$ cat config.mk
export PLATFORM = sky130hd
export DESIGN_NAME = pc_seq_flat
export DESIGN_NICKNAME = d
export VERILOG_FILES = /design/src/rtl/pc_pkg.sv /design/src/rtl/pc_seq_if.sv /design/src/rtl/pc_stack.sv /design/src/rtl/pc_seq.sv /design/src/flat_wrapper.sv
export SDC_FILE = /design/constraint.sdc
export NUM_CORES = 1
export LEC_CHECK = 0
export CAP_MARGIN = 25
export CORE_UTILIZATION = 39
export CTS_CLUSTER_DIAMETER = 80
export DETAILED_ROUTE_END_ITERATION = 12
export PLACE_DENSITY = 0.66
export SYNTH_ARGS = -nofsm -noshare
export SYNTH_HDL_FRONTEND = slang
export SYNTH_SLANG_ARGS = --single-unit
$ cat constraint.sdc
create_clock -name clk -period 2.2 [get_ports clk]
set_clock_uncertainty 0.1 [all_clocks]
set_input_delay 0.66 -clock clk [delete_from_list [all_inputs] [get_ports clk]]
set_output_delay 0.66 -clock clk [all_outputs]
set_load 0.01 [all_outputs]
$ cat src/rtl/pc_pkg.sv
// Shared definitions for the program-counter sequencer: op encoding and strobe priority decode.
package pc_pkg;

  typedef enum logic [2:0] {OP_INC, OP_RET, OP_CALL, OP_BR, OP_JMP} pc_op_e;

  localparam int DEFAULT_W     = 4;
  localparam int DEFAULT_DEPTH = 4;
  localparam int SPW           = $clog2(DEFAULT_DEPTH + 1);

  // Several strobes may be high together; the highest-priority one is the only one acted on.
  function automatic pc_op_e decode_op(input logic jmp, input logic br,
                                       input logic call, input logic ret);
    pc_op_e op;
    op = OP_INC;
    if (jmp)       op = OP_JMP;
    else if (br)   op = OP_BR;
    else if (call) op = OP_CALL;
    else if (ret)  op = OP_RET;
    return op;
  endfunction

endpackage

$ cat src/rtl/pc_seq_if.sv
// Control-unit side bundle of the PC sequencer: op strobes in, fetch address and stack status out.
interface pc_seq_if #(parameter int W = 4, parameter int DEPTH = 4);

  localparam int SPW = $clog2(DEPTH + 1);

  logic           enable;
  logic           jmp;
  logic           br;
  logic           call;
  logic           ret;
  logic [W-1:0]   target;
  logic [W-1:0]   offset;
  logic [W-1:0]   count;
  logic [SPW-1:0] sp;
  logic           stk_full;
  logic           stk_empty;
  logic           err_ovf;
  logic           err_unf;

  modport master (
    output enable, jmp, br, call, ret, target, offset,
    input  count, sp, stk_full, stk_empty, err_ovf, err_unf
  );

  modport slave (
    input  enable, jmp, br, call, ret, target, offset,
    output count, sp, stk_full, stk_empty, err_ovf, err_unf
  );

endinterface

$ cat src/rtl/pc_stack.sv
// Return-address LIFO, DEPTH entries of W bits; push is ignored when full, pop when empty.
module pc_stack #(
  parameter int W     = 4,
  parameter int DEPTH = 4
) (
  input  logic                       clk,
  input  logic                       rst,
  input  logic                       push,
  input  logic                       pop,
  input  logic [W-1:0]               push_data,
  output logic [W-1:0]               top_data,
  output logic [$clog2(DEPTH+1)-1:0] sp,
  output logic                       full,
  output logic                       empty
);

  localparam int SPW = $clog2(DEPTH + 1);

  logic [W-1:0] mem [DEPTH];

  assign full  = (sp == SPW'(DEPTH));
  assign empty = (sp == '0);

  // Entry i is written when sp == i, so the top of stack always sits at index sp-1.
  always_ff @(posedge clk or negedge rst) begin
    if (!rst) begin
      sp <= '0;
      for (int i = 0; i < DEPTH; i++) mem[i] <= '0;
    end else if (push && !full) begin
      for (int i = 0; i < DEPTH; i++)
        if (sp == SPW'(i)) mem[i] <= push_data;
      sp <= sp + SPW'(1);
    end else if (pop && !empty) begin
      sp <= sp - SPW'(1);
    end
  end

  always_comb begin
    top_data = '0;
    for (int i = 0; i < DEPTH; i++)
      if (sp == SPW'(i + 1)) top_data = mem[i];
  end

endmodule

$ cat src/rtl/pc_seq.sv
// Program counter with increment, absolute jump, signed relative branch and CALL/RET stack.
module pc_seq
  import pc_pkg::*;
#(
  parameter int           W      = 4,
  parameter int           DEPTH  = 4,
  parameter logic [W-1:0] RST_PC = '0
) (
  input logic      clk,
  input logic      rst,
  pc_seq_if.slave  bus
);

  pc_op_e       op;
  logic [W-1:0] count_q;
  logic [W-1:0] count_inc;
  logic [W-1:0] top_data;
  logic         full;
  logic         empty;
  logic         push;
  logic         pop;
  logic         ovf_q;
  logic         unf_q;

  assign op        = decode_op(bus.jmp, bus.br, bus.call, bus.ret);
  assign count_inc = count_q + W'(1);
  assign push      = bus.enable && (op == OP_CALL) && !full;
  assign pop       = bus.enable && (op == OP_RET) && !empty;

  pc_stack #(.W(W), .DEPTH(DEPTH)) u_stack (
    .clk       (clk),
    .rst       (rst),
    .push      (push),
    .pop       (pop),
    .push_data (count_inc),
    .top_data  (top_data),
    .sp        (bus.sp),
    .full      (full),
    .empty     (empty)
  );

  // A call on a full stack or a ret on an empty one degrades to a plain increment and sets its sticky flag.
  always_ff @(posedge clk or negedge rst) begin
    if (!rst) begin
      count_q <= RST_PC;
      ovf_q   <= 1'b0;
      unf_q   <= 1'b0;
    end else if (bus.enable) begin
      case (op)
        OP_JMP:  count_q <= bus.target;
        OP_BR:   count_q <= count_q + bus.offset;
        OP_CALL: begin
          if (full) begin
            ovf_q   <= 1'b1;
            count_q <= count_inc;
          end else begin
            count_q <= bus.target;
          end
        end
        OP_RET: begin
          if (empty) begin
            unf_q   <= 1'b1;
            count_q <= count_inc;
          end else begin
            count_q <= top_data;
          end
        end
        default: count_q <= count_inc;
      endcase
    end
  end

  assign bus.count     = count_q;
  assign bus.stk_full  = full;
  assign bus.stk_empty = empty;
  assign bus.err_ovf   = ovf_q;
  assign bus.err_unf   = unf_q;

endmodule

$ cat src/flat_wrapper.sv
// flat-port wrapper written by rule: the top's interface ports become plain ports
module pc_seq_flat import pc_pkg::*;
#(
  parameter int           W      = 4,
  parameter int           DEPTH  = 4,
  parameter logic [W-1:0] RST_PC = '0
)
  (clk, rst, bus_enable, bus_jmp, bus_br, bus_call, bus_ret, bus_target, bus_offset, bus_count, bus_sp, bus_stk_full, bus_stk_empty, bus_err_ovf, bus_err_unf);
  pc_seq_if #(.W(W), .DEPTH(DEPTH)) bus_i ();
  input logic clk;
  input logic rst;
  input wire logic [$bits(bus_i.enable)-1:0] bus_enable;
  input wire logic [$bits(bus_i.jmp)-1:0] bus_jmp;
  input wire logic [$bits(bus_i.br)-1:0] bus_br;
  input wire logic [$bits(bus_i.call)-1:0] bus_call;
  input wire logic [$bits(bus_i.ret)-1:0] bus_ret;
  input wire logic [$bits(bus_i.target)-1:0] bus_target;
  input wire logic [$bits(bus_i.offset)-1:0] bus_offset;
  output wire logic [$bits(bus_i.count)-1:0] bus_count;
  output wire logic [$bits(bus_i.sp)-1:0] bus_sp;
  output wire logic [$bits(bus_i.stk_full)-1:0] bus_stk_full;
  output wire logic [$bits(bus_i.stk_empty)-1:0] bus_stk_empty;
  output wire logic [$bits(bus_i.err_ovf)-1:0] bus_err_ovf;
  output wire logic [$bits(bus_i.err_unf)-1:0] bus_err_unf;
  assign bus_i.enable = bus_enable;
  assign bus_i.jmp = bus_jmp;
  assign bus_i.br = bus_br;
  assign bus_i.call = bus_call;
  assign bus_i.ret = bus_ret;
  assign bus_i.target = bus_target;
  assign bus_i.offset = bus_offset;
  assign bus_count = bus_i.count;
  assign bus_sp = bus_i.sp;
  assign bus_stk_full = bus_i.stk_full;
  assign bus_stk_empty = bus_i.stk_empty;
  assign bus_err_ovf = bus_i.err_ovf;
  assign bus_err_unf = bus_i.err_unf;
  pc_seq #(.W(W), .DEPTH(DEPTH), .RST_PC(RST_PC)) u_core (.clk(clk), .rst(rst), .bus(bus_i));
endmodule
==> implementation parameters <==
Parameter                              Value

Outcome
  Status    finished, final reports clean

Synth
  Asr flop ratio synth    100%
  Compound-Gate Fraction of Synth Area    18.7%
  Mux cell area share after synthesis    about 4.5%
  Post-Syn Area per Cell    8.86 um2
  Warnings from Yosys    0
  Combinational family with the most area after synthesis    simple AND/OR/NAND/NOR gates
  Area fraction in and, or, nand and nor cells after synthesis    19.6%
  Xor and xnor fraction of the mapped netlist area    roughly 4.2%
  Adder-cell share of the synthesized area    8.76%
  Sequential-to-total area share from yosys stat    37.8%
  Number of cells produced by synthesis    about 190
  Number of enable flip-flop cells after synthesis    0
  Post-Syn Nets    between 200 and 250
  Distinct cell type count of the synthesized netlist    46
  Most used flip-flop cell after synthesis    sky130_fd_sc_hd__dfrtp_1
  Number of register bits inferred by synthesis    25
  Post-synthesis instance area    approximately 1700 um2

Worst setup path
  Cell-by-cell trace of the critical path    buf_4, buf_4, clkdlybuf4s50_1
  Setup CP Type    flop to output port
  Launch instance of the worst register-to-register path    u_core.u_stack.sp[0]
  Worst EP required    about 1.4 ns
  Critical Path Max Stage Delay    ~0.46 ns
  Worst r2r dst    u_core.bus.count[0]
  Worst reg2reg path depth    9
  Critical-path cell with the highest stage delay    sky130_fd_sc_hd__clkdlybuf4s50_1
  Capturing element type of the critical path    output port
  Arrival time worst endpoint    about 1.4 ns
  Crit path max fanout    3
  Nature of the critical path startpoint    flop
  Most common cell on crit path    sky130_fd_sc_hd__buf_4
  Register-to-Register Setup Slack    ~0.090 ns

Clock tree
  TritonCTS clock tree    done
  Clock edge transition at the registers on the reported setup and hold paths    0.09 ns
  Insertion delay to the later sink of the worst-skew pair    0.27 ns
  Number of buffers added by the clock tree synthesis step    3
  Root buf cell    sky130_fd_sc_hd__clkbuf_8
  Clock tree sinks    25
  H-tree depth    1
  Clock Path Buffers    2

Min path
  Kind of path behind the tightest hold check    flop to flop
  HP Start    u_core.bus.err_ovf
  End point of the worst hold path    u_core.bus.err_ovf
  Number of cells on the worst hold path    1

Detailed routing
  Starting DRC count in detailed routing    47
  Count of vias placed by the detailed router    1539
  Detailed Routing Iterations Pass 1    4
  Remaining design rule violation count    0
  Average wire per standard cell    between 10 and 15 um
  Via density per instance    5.25
  Number of nets with antenna violations after detailed routing    0
  Routed WL    4070 um

STA
  Least-Margin Pin Slew    0.460 ns
  Final hold viol count    0
  Max Slew Vio Count    0
  Relative slew slack    69.1%
  Final-layout worst hold slack    0.375 ns
  Final period util    a little over nine tenths
  Timing-limited maximum frequency    0.462 GHz
  Min Tclk post-route    2.16 ns
  Count of final setup violators    0

Power and ir drop
  Power per cell area    999 nW/um2
  Switching part of the total power    between 30% and 40%
  Combinational fraction of design power    56.6%
  Share of power burned in the clock network    roughly 12%
  NetSw    885 uW
  Peak VDD IR    0.797 mV
  Sequential power share    between 30 and 40%
  Internal cell power    1450 uW
  Leak    0.00106 uW

Global route
  GRT Max-Usage Layer    met2
  Global routing usage summed across all routing layers    19.7%
  Number of global-route vias before repair    ~1500
  Global-route wire length before repair    6670 um
  GR met2 Demand/Resource    32.5%
  Maximum number of pins on one net before global-route repair    26
  Met3 track demand over resource    3.72%
  Grt total ovfl    0
  GR Util met1    27.2%
  Number of antenna violations at the first check in global routing    0

Floorplanning
  Overall die area    between 4000 and 5000 um2
  Height of the die    67.2 um
  Chip width    67.2 um
  Core Area    just over 4000 um2
  Initial Utilization    41.1%
  Count of boundary I/O pins    26
  Number of standard-cell rows in the floorplan    23

Cells and area
  Final Instance Area    2330 um2
  Finished Core Util    57.9%
  Total Nets Final    270
  Layout cell share with drive strength beyond 1    26.3%
  Diode insertion count for antenna repair    0
  Area Overhead vs Synth    40.9%

Placed design
  Final RePlAce weighted congestion    0.815
  Instance area after placement    between 2000 and 2500 um2
  I/O Buffers    25
  Total half-perimeter wirelength after legalization and detailed placement    3030 um

Flow run
  Count of max-cap constraint violations    0
-- worst max-delay path by stage --
stage,from,to,slack (ns)
after global placement,bus_offset[0],u_core.bus.count[1],-0.39
final,u_core.u_stack.sp[1],bus_sp[1],0.04
after floorplan,bus_offset[0],u_core.bus.count[1],0.12
after CTS,u_core.u_stack.sp[0],bus_stk_empty,0.006
after detailed placement,bus_offset[0],u_core.bus.count[1],-0.46
after global routing,u_core.u_stack.sp[0],u_core.bus.count[3],-0.005
-- power by group through the flow --
stage / Sequential (uW) / Clock (uW) / Combinational, uW
after floorplan: 757 / 0 / 599
after global placement: 749 / 0 / 1130
after detailed placement: 750 / 0 / 1140
after CTS: 725 / 293 / 1210
after global routing: 754 / 312 / 1460
final: 730 / 281 / 1320
-- sequential cells by signal, summed over array words and instances, names as in the netlist --
register and flops:
u_core.u_stack.mem 16, u_core.bus.count 4, u_core.u_stack.sp 3, u_core.bus.err_ovf 1
u_core.bus.err_unf 1
-- per-stage QoR --
step / instances / setup TNS, ns / worst slack, ns / total power (uW)
6_report: 293 / 0 / 0.0352 / 2330
5_1_grt: 293 / -0.00559 / -0.00458 / 2530
4_1_cts: 293 / 0 / 0.00593 / 2230
3_5_place_dp: 286 / -3.19 / -0.465 / 1890
3_3_place_gp: 286 / -2.83 / -0.387 / 1880
2_1_floorplan: 187 / 0 / 0.117 / 1360
-- layout by cell type (no fill, tap or decap), types with 3 or more instances in the layout --
cell type,count
sky130_fd_sc_hd__inv_2,3
sky130_fd_sc_hd__mux2i_1,3
sky130_fd_sc_hd__clkdlybuf4s50_1,20
sky130_fd_sc_hd__nand3_1,5
sky130_fd_sc_hd__nor3_1,3
sky130_fd_sc_hd__buf_4,34
sky130_fd_sc_hd__nor2b_1,3
sky130_fd_sc_hd__mux2_2,4
sky130_fd_sc_hd__o22ai_1,3
sky130_fd_sc_hd__nand2_1,29
sky130_fd_sc_hd__xnor2_1,5
sky130_fd_sc_hd__nor2_1,6
sky130_fd_sc_hd__o21ai_0,21
sky130_fd_sc_hd__inv_1,10
sky130_fd_sc_hd__a21oi_1,10
sky130_fd_sc_hd__ha_1,6
sky130_fd_sc_hd__dfrtp_1,25
sky130_fd_sc_hd__clkbuf_8,3
-- metal layers --
metal | part of all wire [%] | vias to the layer above
li1 | - | 779
met1 | 47 | 725
met2 | 49 | 33
met3 | 3.9 | 2
met4 | 0.49 | 0
met5 | 0 | -
-- logic make-up (layout without fill, tap and decap cells) --
group,count (synthesis),after routing
AND/OR/NAND/NOR,64,64
multiplexers,7,7
buffers and inverters,21,77
XOR/XNOR,8,8
flip-flops,25,25
adder cells (fa/ha/maj),11,11
AO/OA/AOI/OAI,51,51
-- cells in the mapped netlist (2+ instances only) --
master,number,area [um2]
sky130_fd_sc_hd__nor2_1,6,22.5
sky130_fd_sc_hd__nand3_1,5,25.0
sky130_fd_sc_hd__a21oi_1,11,55.1
sky130_fd_sc_hd__nor4b_1,2,17.5
sky130_fd_sc_hd__ha_1,10,125
sky130_fd_sc_hd__buf_2,3,15.0
sky130_fd_sc_hd__dfrtp_1,25,626
sky130_fd_sc_hd__o211ai_1,2,15.0
sky130_fd_sc_hd__and3_1,3,18.8
sky130_fd_sc_hd__mux2_2,4,45.0
sky130_fd_sc_hd__nand2_1,29,109
sky130_fd_sc_hd__inv_1,13,48.8
sky130_fd_sc_hd__a21o_1,2,15.0
sky130_fd_sc_hd__nand4_1,2,12.5
sky130_fd_sc_hd__o21ai_0,21,105
sky130_fd_sc_hd__buf_6,2,22.5
sky130_fd_sc_hd__mux2i_1,3,30.0
sky130_fd_sc_hd__nor4bb_1,2,20.0
sky130_fd_sc_hd__clkbuf_4,2,15.0
sky130_fd_sc_hd__xor2_1,2,17.5
sky130_fd_sc_hd__nor3_1,4,20.0
sky130_fd_sc_hd__o22ai_1,3,18.8
sky130_fd_sc_hd__xnor2_1,6,52.6
sky130_fd_sc_hd__nor2b_1,3,18.8
-- critical path, delay by kind of cell (launching register included) --
family                 cells  cell delay (ns)
buffers and inverters      3             0.73
flip-flops                 1             0.40
-- cell type report --
cell class | count | area (um2)
clock buffers | 3 | 41.3
clock inverters | 1 | 7.51
fillers | 379 | 1700
inverters | 13 | 48.8
multi-input cells | 141 | 1040
flip-flops and latches | 25 | 626
well taps | 50 | 62.6
repair buffers | 60 | 512
-- timing repair --
item,4_1_cts,5_1_grt
endpoints found under the setup margin,8,7
gates resized for setup,11,21
pin swaps,6,8
hold buffers,0,0
buffers inserted,3,0
No activity file was read; power rests on OpenSTA's default activity.
